## src/rtl/hilo_divider_pkg.sv

```systemverilog
// Shared types and constants for the HI/LO iterative divider.
// Optional feature macro: HILO_DIVIDER_SIGNED_EN (signed DIV support).
package hilo_divider_pkg;

  localparam int DEFAULT_WIDTH = 32;

  // Cycles from the accepting edge to the edge showing done, counted inclusively
  localparam int DIV_LATENCY = DEFAULT_WIDTH + 2;

  typedef enum logic [1:0] {
    ST_IDLE = 2'd0,
    ST_CALC = 2'd1,
    ST_FIX  = 2'd2,
    ST_DONE = 2'd3
  } div_state_e;

  function automatic int div_latency(input int width);
    return width + 2;
  endfunction

endpackage

```

## src/rtl/hilo_divider_if.sv

```systemverilog
// CPU <-> divider handshake bundle; master is the execute stage, slave the divider.
// Used by hilo_divider (macro HILO_DIVIDER_SIGNED_EN only affects the divider).
interface hilo_divider_if
  import hilo_divider_pkg::*;
#(
  parameter int WIDTH = DEFAULT_WIDTH
);

  logic             start;
  logic             is_signed;
  logic [WIDTH-1:0] dividend;
  logic [WIDTH-1:0] divisor;
  logic             busy;
  logic             done;
  logic [WIDTH-1:0] quotient;
  logic [WIDTH-1:0] remainder;
  logic             div_by_zero;

  modport master (
    output start, is_signed, dividend, divisor,
    input  busy, done, quotient, remainder, div_by_zero
  );

  modport slave (
    input  start, is_signed, dividend, divisor,
    output busy, done, quotient, remainder, div_by_zero
  );

endinterface

```

## src/rtl/hilo_divider_div_step.sv

```systemverilog
// One restoring division iteration: shift in the next dividend bit, compare, subtract.
// Purely combinational; unaffected by HILO_DIVIDER_SIGNED_EN.
module div_step
  import hilo_divider_pkg::*;
#(
  parameter int WIDTH = DEFAULT_WIDTH
) (
  input  logic [WIDTH:0]   rem_in,
  input  logic [WIDTH-1:0] quo_in,
  input  logic [WIDTH-1:0] dvs,
  output logic [WIDTH:0]   rem_out,
  output logic [WIDTH-1:0] quo_out
);

  logic [WIDTH+1:0] rem_sh;
  logic [WIDTH:0]   diff;
  logic             fits;

  always_comb begin
    // quo_in doubles as the dividend shift register; its MSB is the next bit in
    rem_sh  = {rem_in, quo_in[WIDTH-1]};
    fits    = (rem_sh >= {2'b00, dvs});
    diff    = rem_sh[WIDTH:0] - {1'b0, dvs};
    rem_out = rem_sh[WIDTH:0];
    quo_out = {quo_in[WIDTH-2:0], 1'b0};
    if (fits) begin
      rem_out = diff;
      quo_out = {quo_in[WIDTH-2:0], 1'b1};
    end
  end

endmodule

```

## src/rtl/hilo_divider.sv

```systemverilog
// Multi-cycle HI/LO divider for DIV/DIVU: WIDTH restoring steps, one sign-fix cycle.
// Define HILO_DIVIDER_SIGNED_EN to honour is_signed; otherwise every divide is unsigned.
module hilo_divider
  import hilo_divider_pkg::*;
#(
  parameter int WIDTH = DEFAULT_WIDTH
) (
  input  logic          clk,
  input  logic          reset,
  hilo_divider_if.slave bus
);

  localparam int CNT_W = $clog2(WIDTH);

`ifdef HILO_DIVIDER_SIGNED_EN
  localparam bit SIGNED_EN = 1'b1;
`else
  localparam bit SIGNED_EN = 1'b0;
`endif

  div_state_e              state;
  logic [CNT_W-1:0]        iter;
  logic [WIDTH:0]          rem_acc;
  logic [WIDTH-1:0]        quo_acc;
  logic [WIDTH-1:0]        dvs_mag;
  logic [WIDTH-1:0]        dvd_raw;
  logic                    neg_q;
  logic                    neg_r;
  logic                    dvs_zero;

  logic                    busy_r;
  logic                    done_r;
  logic                    dbz_r;
  logic [WIDTH-1:0]        quo_r;
  logic [WIDTH-1:0]        rem_r;

  logic [WIDTH:0]          rem_nxt;
  logic [WIDTH-1:0]        quo_nxt;
  logic                    op_signed;
  logic signed [WIDTH-1:0] dvd_s;
  logic signed [WIDTH-1:0] dvs_s;

  function automatic logic [WIDTH-1:0] magnitude(input logic signed [WIDTH-1:0] v,
                                                 input logic sgn);
    // The most-negative value maps onto itself, which is its correct unsigned magnitude
    return (sgn && v[WIDTH-1]) ? (~v + 1'b1) : v;
  endfunction

  function automatic logic [WIDTH-1:0] apply_sign(input logic [WIDTH-1:0] mag,
                                                  input logic neg);
    return neg ? (~mag + 1'b1) : mag;
  endfunction

  assign op_signed = SIGNED_EN & bus.is_signed;
  assign dvd_s     = bus.dividend;
  assign dvs_s     = bus.divisor;

  div_step #(.WIDTH(WIDTH)) u_step (
    .rem_in  (rem_acc),
    .quo_in  (quo_acc),
    .dvs     (dvs_mag),
    .rem_out (rem_nxt),
    .quo_out (quo_nxt)
  );

  always_ff @(posedge clk) begin
    if (!reset) begin
      state  <= ST_IDLE;
      iter   <= '0;
      busy_r <= 1'b0;
      done_r <= 1'b0;
      dbz_r  <= 1'b0;
      quo_r  <= '0;
      rem_r  <= '0;
    end else begin
      unique case (state)
        ST_IDLE, ST_DONE: begin
          done_r <= 1'b0;
          if (bus.start) begin
            state    <= ST_CALC;
            iter     <= '0;
            busy_r   <= 1'b1;
            dbz_r    <= 1'b0;
            rem_acc  <= '0;
            quo_acc  <= magnitude(dvd_s, op_signed);
            dvs_mag  <= magnitude(dvs_s, op_signed);
            dvd_raw  <= bus.dividend;
            neg_q    <= op_signed & (bus.dividend[WIDTH-1] ^ bus.divisor[WIDTH-1]);
            neg_r    <= op_signed & bus.dividend[WIDTH-1];
            dvs_zero <= (bus.divisor == '0);
          end else begin
            state <= ST_IDLE;
          end
        end

        // ---- iteration stage: one quotient bit per cycle ----
        ST_CALC: begin
          rem_acc <= rem_nxt;
          quo_acc <= quo_nxt;
          iter    <= iter + CNT_W'(1);
          if (iter == CNT_W'(WIDTH - 1)) begin
            state <= ST_FIX;
          end
        end

        // ---- sign-fix stage: results become architecturally visible ----
        ST_FIX: begin
          state  <= ST_DONE;
          busy_r <= 1'b0;
          done_r <= 1'b1;
          dbz_r  <= dvs_zero;
          if (dvs_zero) begin
            // Divide by zero reports the raw dividend, never a sign-fixed magnitude
            quo_r <= '1;
            rem_r <= dvd_raw;
          end else begin
            quo_r <= apply_sign(quo_acc, neg_q);
            rem_r <= apply_sign(rem_acc[WIDTH-1:0], neg_r);
          end
        end

        default: state <= ST_IDLE;
      endcase
    end
  end

  assign bus.busy        = busy_r;
  assign bus.done        = done_r;
  assign bus.div_by_zero = dbz_r;
  assign bus.quotient    = quo_r;
  assign bus.remainder   = rem_r;

endmodule

```

## src/flat_wrapper.sv

```systemverilog
// flat-port wrapper written by rule: the top's interface ports become plain ports
module hilo_divider_flat import hilo_divider_pkg::*;
#(
  parameter int WIDTH = DEFAULT_WIDTH
)
  (clk, reset, bus_start, bus_is_signed, bus_dividend, bus_divisor, bus_busy, bus_done, bus_quotient, bus_remainder, bus_div_by_zero);
  hilo_divider_if #(.WIDTH(WIDTH)) bus_i ();
  input  logic clk;
  input  logic reset;
  input wire logic [$bits(bus_i.start)-1:0] bus_start;
  input wire logic [$bits(bus_i.is_signed)-1:0] bus_is_signed;
  input wire logic [$bits(bus_i.dividend)-1:0] bus_dividend;
  input wire logic [$bits(bus_i.divisor)-1:0] bus_divisor;
  output wire logic [$bits(bus_i.busy)-1:0] bus_busy;
  output wire logic [$bits(bus_i.done)-1:0] bus_done;
  output wire logic [$bits(bus_i.quotient)-1:0] bus_quotient;
  output wire logic [$bits(bus_i.remainder)-1:0] bus_remainder;
  output wire logic [$bits(bus_i.div_by_zero)-1:0] bus_div_by_zero;
  assign bus_i.start = bus_start;
  assign bus_i.is_signed = bus_is_signed;
  assign bus_i.dividend = bus_dividend;
  assign bus_i.divisor = bus_divisor;
  assign bus_busy = bus_i.busy;
  assign bus_done = bus_i.done;
  assign bus_quotient = bus_i.quotient;
  assign bus_remainder = bus_i.remainder;
  assign bus_div_by_zero = bus_i.div_by_zero;
  hilo_divider #(.WIDTH(WIDTH)) u_core (.clk(clk), .reset(reset), .bus(bus_i));
endmodule
```

## config.mk

```make
export PLATFORM = sky130hd
export DESIGN_NAME = hilo_divider_flat
export DESIGN_NICKNAME = d
export VERILOG_FILES = /design/src/rtl/hilo_divider_pkg.sv /design/src/rtl/hilo_divider_if.sv /design/src/rtl/hilo_divider_div_step.sv /design/src/rtl/hilo_divider.sv /design/src/flat_wrapper.sv
export SDC_FILE = /design/constraint.sdc
export NUM_CORES = 1
export LEC_CHECK = 0
export CORE_MARGIN = 4
export CORE_UTILIZATION = 45
export CTS_CLUSTER_SIZE = 8
export DETAILED_ROUTE_END_ITERATION = 16
export GPL_ROUTABILITY_DRIVEN = 0
export PLACE_DENSITY = 0.74
export SLEW_MARGIN = 10
export SYNTH_ARGS = -nofsm -noshare
export SYNTH_HDL_FRONTEND = slang
export SYNTH_SLANG_ARGS = --single-unit
```

## constraint.sdc

```tcl
create_clock -name clk -period 6.45 [get_ports clk]
set_clock_uncertainty 0.05 [all_clocks]
set_input_delay 0.9675 -clock clk [delete_from_list [all_inputs] [get_ports clk]]
set_output_delay 0.9675 -clock clk [all_outputs]
set_load 0.01 [all_outputs]
```

* After elaboration in Yosys (flattened, before gate mapping)
Cells that the tools add are included.
Storage, ports and cells: bits in registers 204, input port bits 68, logic and storage cells 48
Operators by class: $add $sub $neg 2, magnitude comparators 1, equal/unequal tests 6, mux-type cells 18, reductions and logical operators 9
Operators with widths (count):
- $mux W32 | 3
- $mux W33 | 2
- $pmux W33 S2 | 1
- $pmux W32 S2 | 1
- $ge A34 B32 Y1 | 1
- $sub A33 B32 Y33 | 1
- $logic_not A32 Y1 | 1
- $pmux W5 S2 | 1
- $pmux W1 S2 | 3
- $pmux W2 S3 | 1
- $reduce_and A3 Y1 | 2
- $add A5 B1 Y5 const B | 1
- $eq A5 B5 Y1 const B | 1
- $mux W5 | 1
- $eq A2 B2 Y1 const B | 2
- $mux W1 | 4
- $reduce_and A2 Y1 | 2
- $reduce_bool A2 Y1 | 2
- $eq A2 B1 Y1 const B | 1
- $logic_not A2 Y1 | 1
- $mux W2 | 1
- $ne A2 B1 Y1 const B | 1
- $ne A2 B2 Y1 const B | 1
- $reduce_or A2 Y1 | 1

* Depth between registers and ports, before layout
depth in word-level cells 4, gate-level depth with buffers 13

* Cells and area by module
From an unflattened synthesis, not the netlist that was laid out.
Unflattened totals: cell total of the unflattened synthesis 900, area total of the unflattened synthesis 9932.0 um^2
Modules (own cells, without submodules):
- hilo_divider | instances 1, cells each 522, area an instance 7500.9 um^2, seq. area each 5385.2 um^2
- div_step | instances 1, cells each 378, area an instance 2431.1 um^2, seq. area each 0.0 um^2

* Worst setup path after synthesis
Ideal clock, no wire load.
kind input -> register, start point input port bus_start, end point register u_core.quo_acc[0] (enable), setup time 0.495 ns, arrival 4.303 ns, data required time 5.905 ns, slack 1.602 ns, cell stages on the path 3, path buffers 0, cell sequence nand2b_1 o21ai_0 nor2b_1
Between the ends: word-level cells in the longest chain between the ends 2
RTL lines:
- from (decl) | line flat_wrapper.sv:10 | input wire logic [$bits(bus_i.start)-1:0] bus_start;
- $ne A2 B2 Y1 (no source line)
- $reduce_and A3 Y1 (no source line)
- to (signal assigned) | line hilo_divider.sv:85 | quo_acc <= magnitude(dvd_s, op_signed);
- to (signal assigned) | line hilo_divider.sv:99 | quo_acc <= quo_nxt;
- to (decl) | line hilo_divider.sv:24 | logic [WIDTH-1:0] quo_acc;
No other way between the ends. A chain may end at the register's enable or synchronous reset.

* Final worst setup path
start point register u_core.quo_acc[31], end point register u_core.rem_acc[21], data pin
Between the ends: word-level cells in the longest chain between the ends 3, elaborated cells between the ends (all ways) 4
RTL lines:
- $sub A33 B32 Y33 or $ge A34 B32 Y1 (tied branches) | line hilo_divider_div_step.sv:23, hilo_divider_div_step.sv:22
- $mux W33 (*) | line hilo_divider_div_step.sv:26 | if (fits) begin
- $pmux W33 S2 (*) | line hilo_divider.sv:76 | unique case (state)
- to (signal assigned) | line hilo_divider.sv:98 | rem_acc <= rem_nxt;
- to (decl) | line hilo_divider.sv:23 | logic [WIDTH:0] rem_acc;
Mark *: on every way between the ends. The rest lies on a longest branch, timed or not.

==> results.py <==
metrics = {
    "status": {
        "run_status": "finished, final reports clean",
    },
    "sta": {
        "slew_headroom": 0.313,
        "final.setup.tns_ns": 0,
        "rsz0062_at_grt": "false",
        "layout_worst_path_cycle_share": 0.646,
        "tightest_slew_ns": 1.03,
        "setup_violations": 0,
        "timing.final.max_slew_violations": 0,
        "hold-worst-slack_ns": 0.429,
        "timing.final.hold_violations": 0,
        "fin_crit_ns": 4.17,
        "max_clk_rate_mhz": 240,
    },
    "detailed_routing": {
        "totalWireLength_mm": 23.4,
        "detailroute.via_count": 7010,
        "viasPerCell": 5.56,
        "drtAntennaViolNets": 0,
        "firstDrtPassIters": 5,
        "routedWlPerCell_um": 18.6,
        "detailedRoute.firstIterationViolations": 431,
        "drc_errors": 0,
    },
    "layout": {
        "post_route_cells_drive_above_1_share": 0.115,
        "nets": 1068,
        "nFillCells": 1745,
        "utilization": 0.576,
        "post_layout_nonfiller_instances": 1260,
        "area_growth_pct": 24.8,
        "antennaDiodeCount": 0,
    },
    "pwr": {
        "intPower_mw": 3.86,
        "power.ir.vdd_worst_mv": 0.249,
        "cellLeakagePower_nw": 4.86,
        "netSwitchingPower_mw": 2.13,
        "pwr-share-comb": 0.403,
        "swShare": 0.355,
        "power_frac_clock": 0.237,
        "seq_power_share": 0.360,
        "power.density_nw_per_um2": 492,
    },
    "synth": {
        "synth_area_sq_um": 9770,
        "yosys.cell_count.top_type": "sky130_fd_sc_hd__edfxtp_1",
        "syn_nets": 942,
        "synth_sequential_area_ratio": 0.551,
        "yosysWarningCount": 0,
        "synth.top_cells.by_area": "sky130_fd_sc_hd__edfxtp_1 40%, sky130_fd_sc_hd__dfxtp_1 15%, sky130_fd_sc_hd__mux2i_1 5.2%",
        "syn_area_per_cell_sq_um": 11.7,
        "syn_inst": 836,
        "synth_cell_type_count": 58,
        "ys.flop_type": "sky130_fd_sc_hd__edfxtp_1",
        "synth.top_cell.area_share": 0.400,
        "synthArstFlopShare": 0,
        "post_synth_top_area_cell": "sky130_fd_sc_hd__edfxtp_1",
        "synth_enable_flop_cells": 130,
        "ys_ff_latch": 204,
        "synth.top_cells.by_count": "130 x sky130_fd_sc_hd__edfxtp_1, 74 x sky130_fd_sc_hd__dfxtp_1, 67 x sky130_fd_sc_hd__nand2_1",
    },
    "die": {
        "placeableCoreArea_sq_um": 21200,
        "die-area_sq_um": 24100,
        "floorplan.die.width_um": 155,
        "start_util": 0.462,
        "placement_rows": 53,
        "die_h_um": 155,
        "boundary_pin_count": 135,
    },
    "cts": {
        "buffer_type_at_the_clock_tree_root": "sky130_fd_sc_hd__clkbuf_16",
        "cts_post_setup_buffers_inserted": 0,
        "cts_max_path_buffers": 3,
        "cts_tree": "yes",
        "clock_pin_slew_on_the_worst_setup_and_hold_paths_ns": 0.06,
        "clock_sink_count": 204,
        "cts.htree.levels": 1,
        "cts-resized-gates": 0,
        "clock_latency_of_the_later_clocked_register_in_the_worst_skew_pair_ns": 0.54,
        "numCtsBuffers": 29,
        "post_cts_hold_buffer_count": 0,
    },
    "placement": {
        "dpl.cell_count": 1206,
        "hpwlAfterDp_mm": 16.0,
        "io_buffer_count": 133,
    },
    "worst_setup_path": {
        "worstPathMaxFanout": 34,
        "crit_arrival_ns": 4.41,
        "worst_setup_path_end_kind": "register",
        "timing.setup.critical_path_class": "register to register",
        "critPathRequiredTime_ns": 6.69,
        "startpoint_type": "register",
    },
    "global_routing": {
        "first_global_vias": 6983,
        "grt_overflow_total": 0,
        "global_route.usage.total": 0.190,
        "initial_antenna_violation_count": 0,
        "grt_max_degree": 77,
        "grt_pass1_wl_mm": 37.3,
    },
    "run": {
        "reported_max_cap_violation_count": 0,
    },
    "hold_path": {
        "hold_path.class": "register to register",
    },
}
[power groups by stage]
stage	Clock [mW]	Combinational (mW)	Sequential, mW
final	1.42	2.42	2.16
after global routing	1.50	2.68	2.20
after CTS	1.44	2.43	2.16
after detailed placement	0	2.41	2.17
after global placement	0	2.38	2.17
after floorplan	0	1.62	2.16
[registers in the layout, indices dropped and copies added (netlist names)]
signal / flops
u_core.dvd_raw: 32
u_core.state: 2
u_core.rem_acc: 33
u_core.dvs_zero: 1
u_core.iter: 5
u_core.bus.quotient: 32
u_core.quo_acc: 32
u_core.bus.busy: 1
u_core.bus.div_by_zero: 1
u_core.dvs_mag: 32
u_core.bus.remainder: 32
u_core.bus.done: 1
[path summary, 6_finish.rpt]
check | from | to | slack [ns] | cells after the start
worst max-delay path | u_core.quo_acc[31] | u_core.rem_acc[21] | 2.28 | 13
worst min register to register | u_core.bus.remainder[28] | u_core.bus.remainder[28] | 0.43 | 1
worst max register to register | u_core.quo_acc[31] | u_core.rem_acc[21] | 2.28 | 13
worst min-delay path | u_core.bus.remainder[28] | u_core.bus.remainder[28] | 0.43 | 1
[kinds of logic after synthesis]
| group | share of synthesized area |
|---|---|
| XOR/XNOR | 0.0215 |
| AND/OR/NAND/NOR | 0.100 |
| AO/OA/AOI/OAI | 0.152 |
| buffers and inverters | 0.0372 |
| adder cells (fa/ha/maj) | 0.0494 |
| flip-flops | 0.551 |
| multiplexers | 0.0880 |
[cells in the final DEF (no fill, tap or decap), drive strengths merged, types with 3 or more instances in the layout]
cell and instances:
a21o 13, o21bai 3, inv 46, clkbuf 53, dfxtp 74, nand2b 8
ha 37, nor2 58, mux2i 51, buf 9, nand3b 3, nor3 12
mux2 31, o211a 37, xnor2 17, and2 6, o31a 3, xor2 7
a21oi 42, a211oi 4, nor2b 8, and3 7, edfxtp 130, or2 3
o21ai 29, nor4 11, nand3 12, o221a 31, clkdlybuf4s50 132, o22ai 3
nand4 13, nand2 67
[critical path, stage by stage (launching register included)]
cell and delay [ns]:
sky130_fd_sc_hd__edfxtp_1 0.42, sky130_fd_sc_hd__inv_1 0.08, sky130_fd_sc_hd__ha_1 0.16, sky130_fd_sc_hd__inv_1 0.06, sky130_fd_sc_hd__fa_1 0.40, sky130_fd_sc_hd__a21o_1 0.25
sky130_fd_sc_hd__a221oi_4 0.40, sky130_fd_sc_hd__o22ai_2 0.18, sky130_fd_sc_hd__o31a_1 0.36, sky130_fd_sc_hd__o21ai_4 0.83, sky130_fd_sc_hd__buf_4 0.41, sky130_fd_sc_hd__nor3_1 0.08
sky130_fd_sc_hd__mux2i_1 0.16, sky130_fd_sc_hd__nand2_1 0.06
[cell type report]
cell class	instances	area, sq um	share of cell area
Clock buffer	53	837	0.0687
Clock inverter	1	20.0	0.00164
Inverter	45	169	0.0139
Multi-Input combinational cell	541	4040	0.332
Sequential cell	204	5390	0.442
Tap cell	275	344	0.0282
Timing Repair Buffer	141	1390	0.114
[through the flow]
| step | total power [mW] | instance area [sq um] | setup WS (ns) |
|---|---|---|---|
| floorplan | 3.78 | 9770 | 1.60 |
| global placement | 4.54 | 11300 | 2.38 |
| detailed placement | 4.58 | 11300 | 2.27 |
| CTS | 6.03 | 12200 | 2.28 |
| global route | 6.38 | 12200 | 2.03 |
| finish | 5.99 | 12200 | 2.28 |
[per-layer routing]
layer | wire length (um) | vias to the layer above | track usage | part of all wire
met2 | 11100 | 182 | 0.312 | 0.48
li1 | - | 3385 | - | -
met3 | 1440 | 42 | 0.0445 | 0.062
met5 | 0 | - | 0 | 0
met1 | 10200 | 3401 | 0.253 | 0.44
met4 | 568 | 0 | 0.0525 | 0.024
Note: power is estimated with default switching activity, not from simulation.
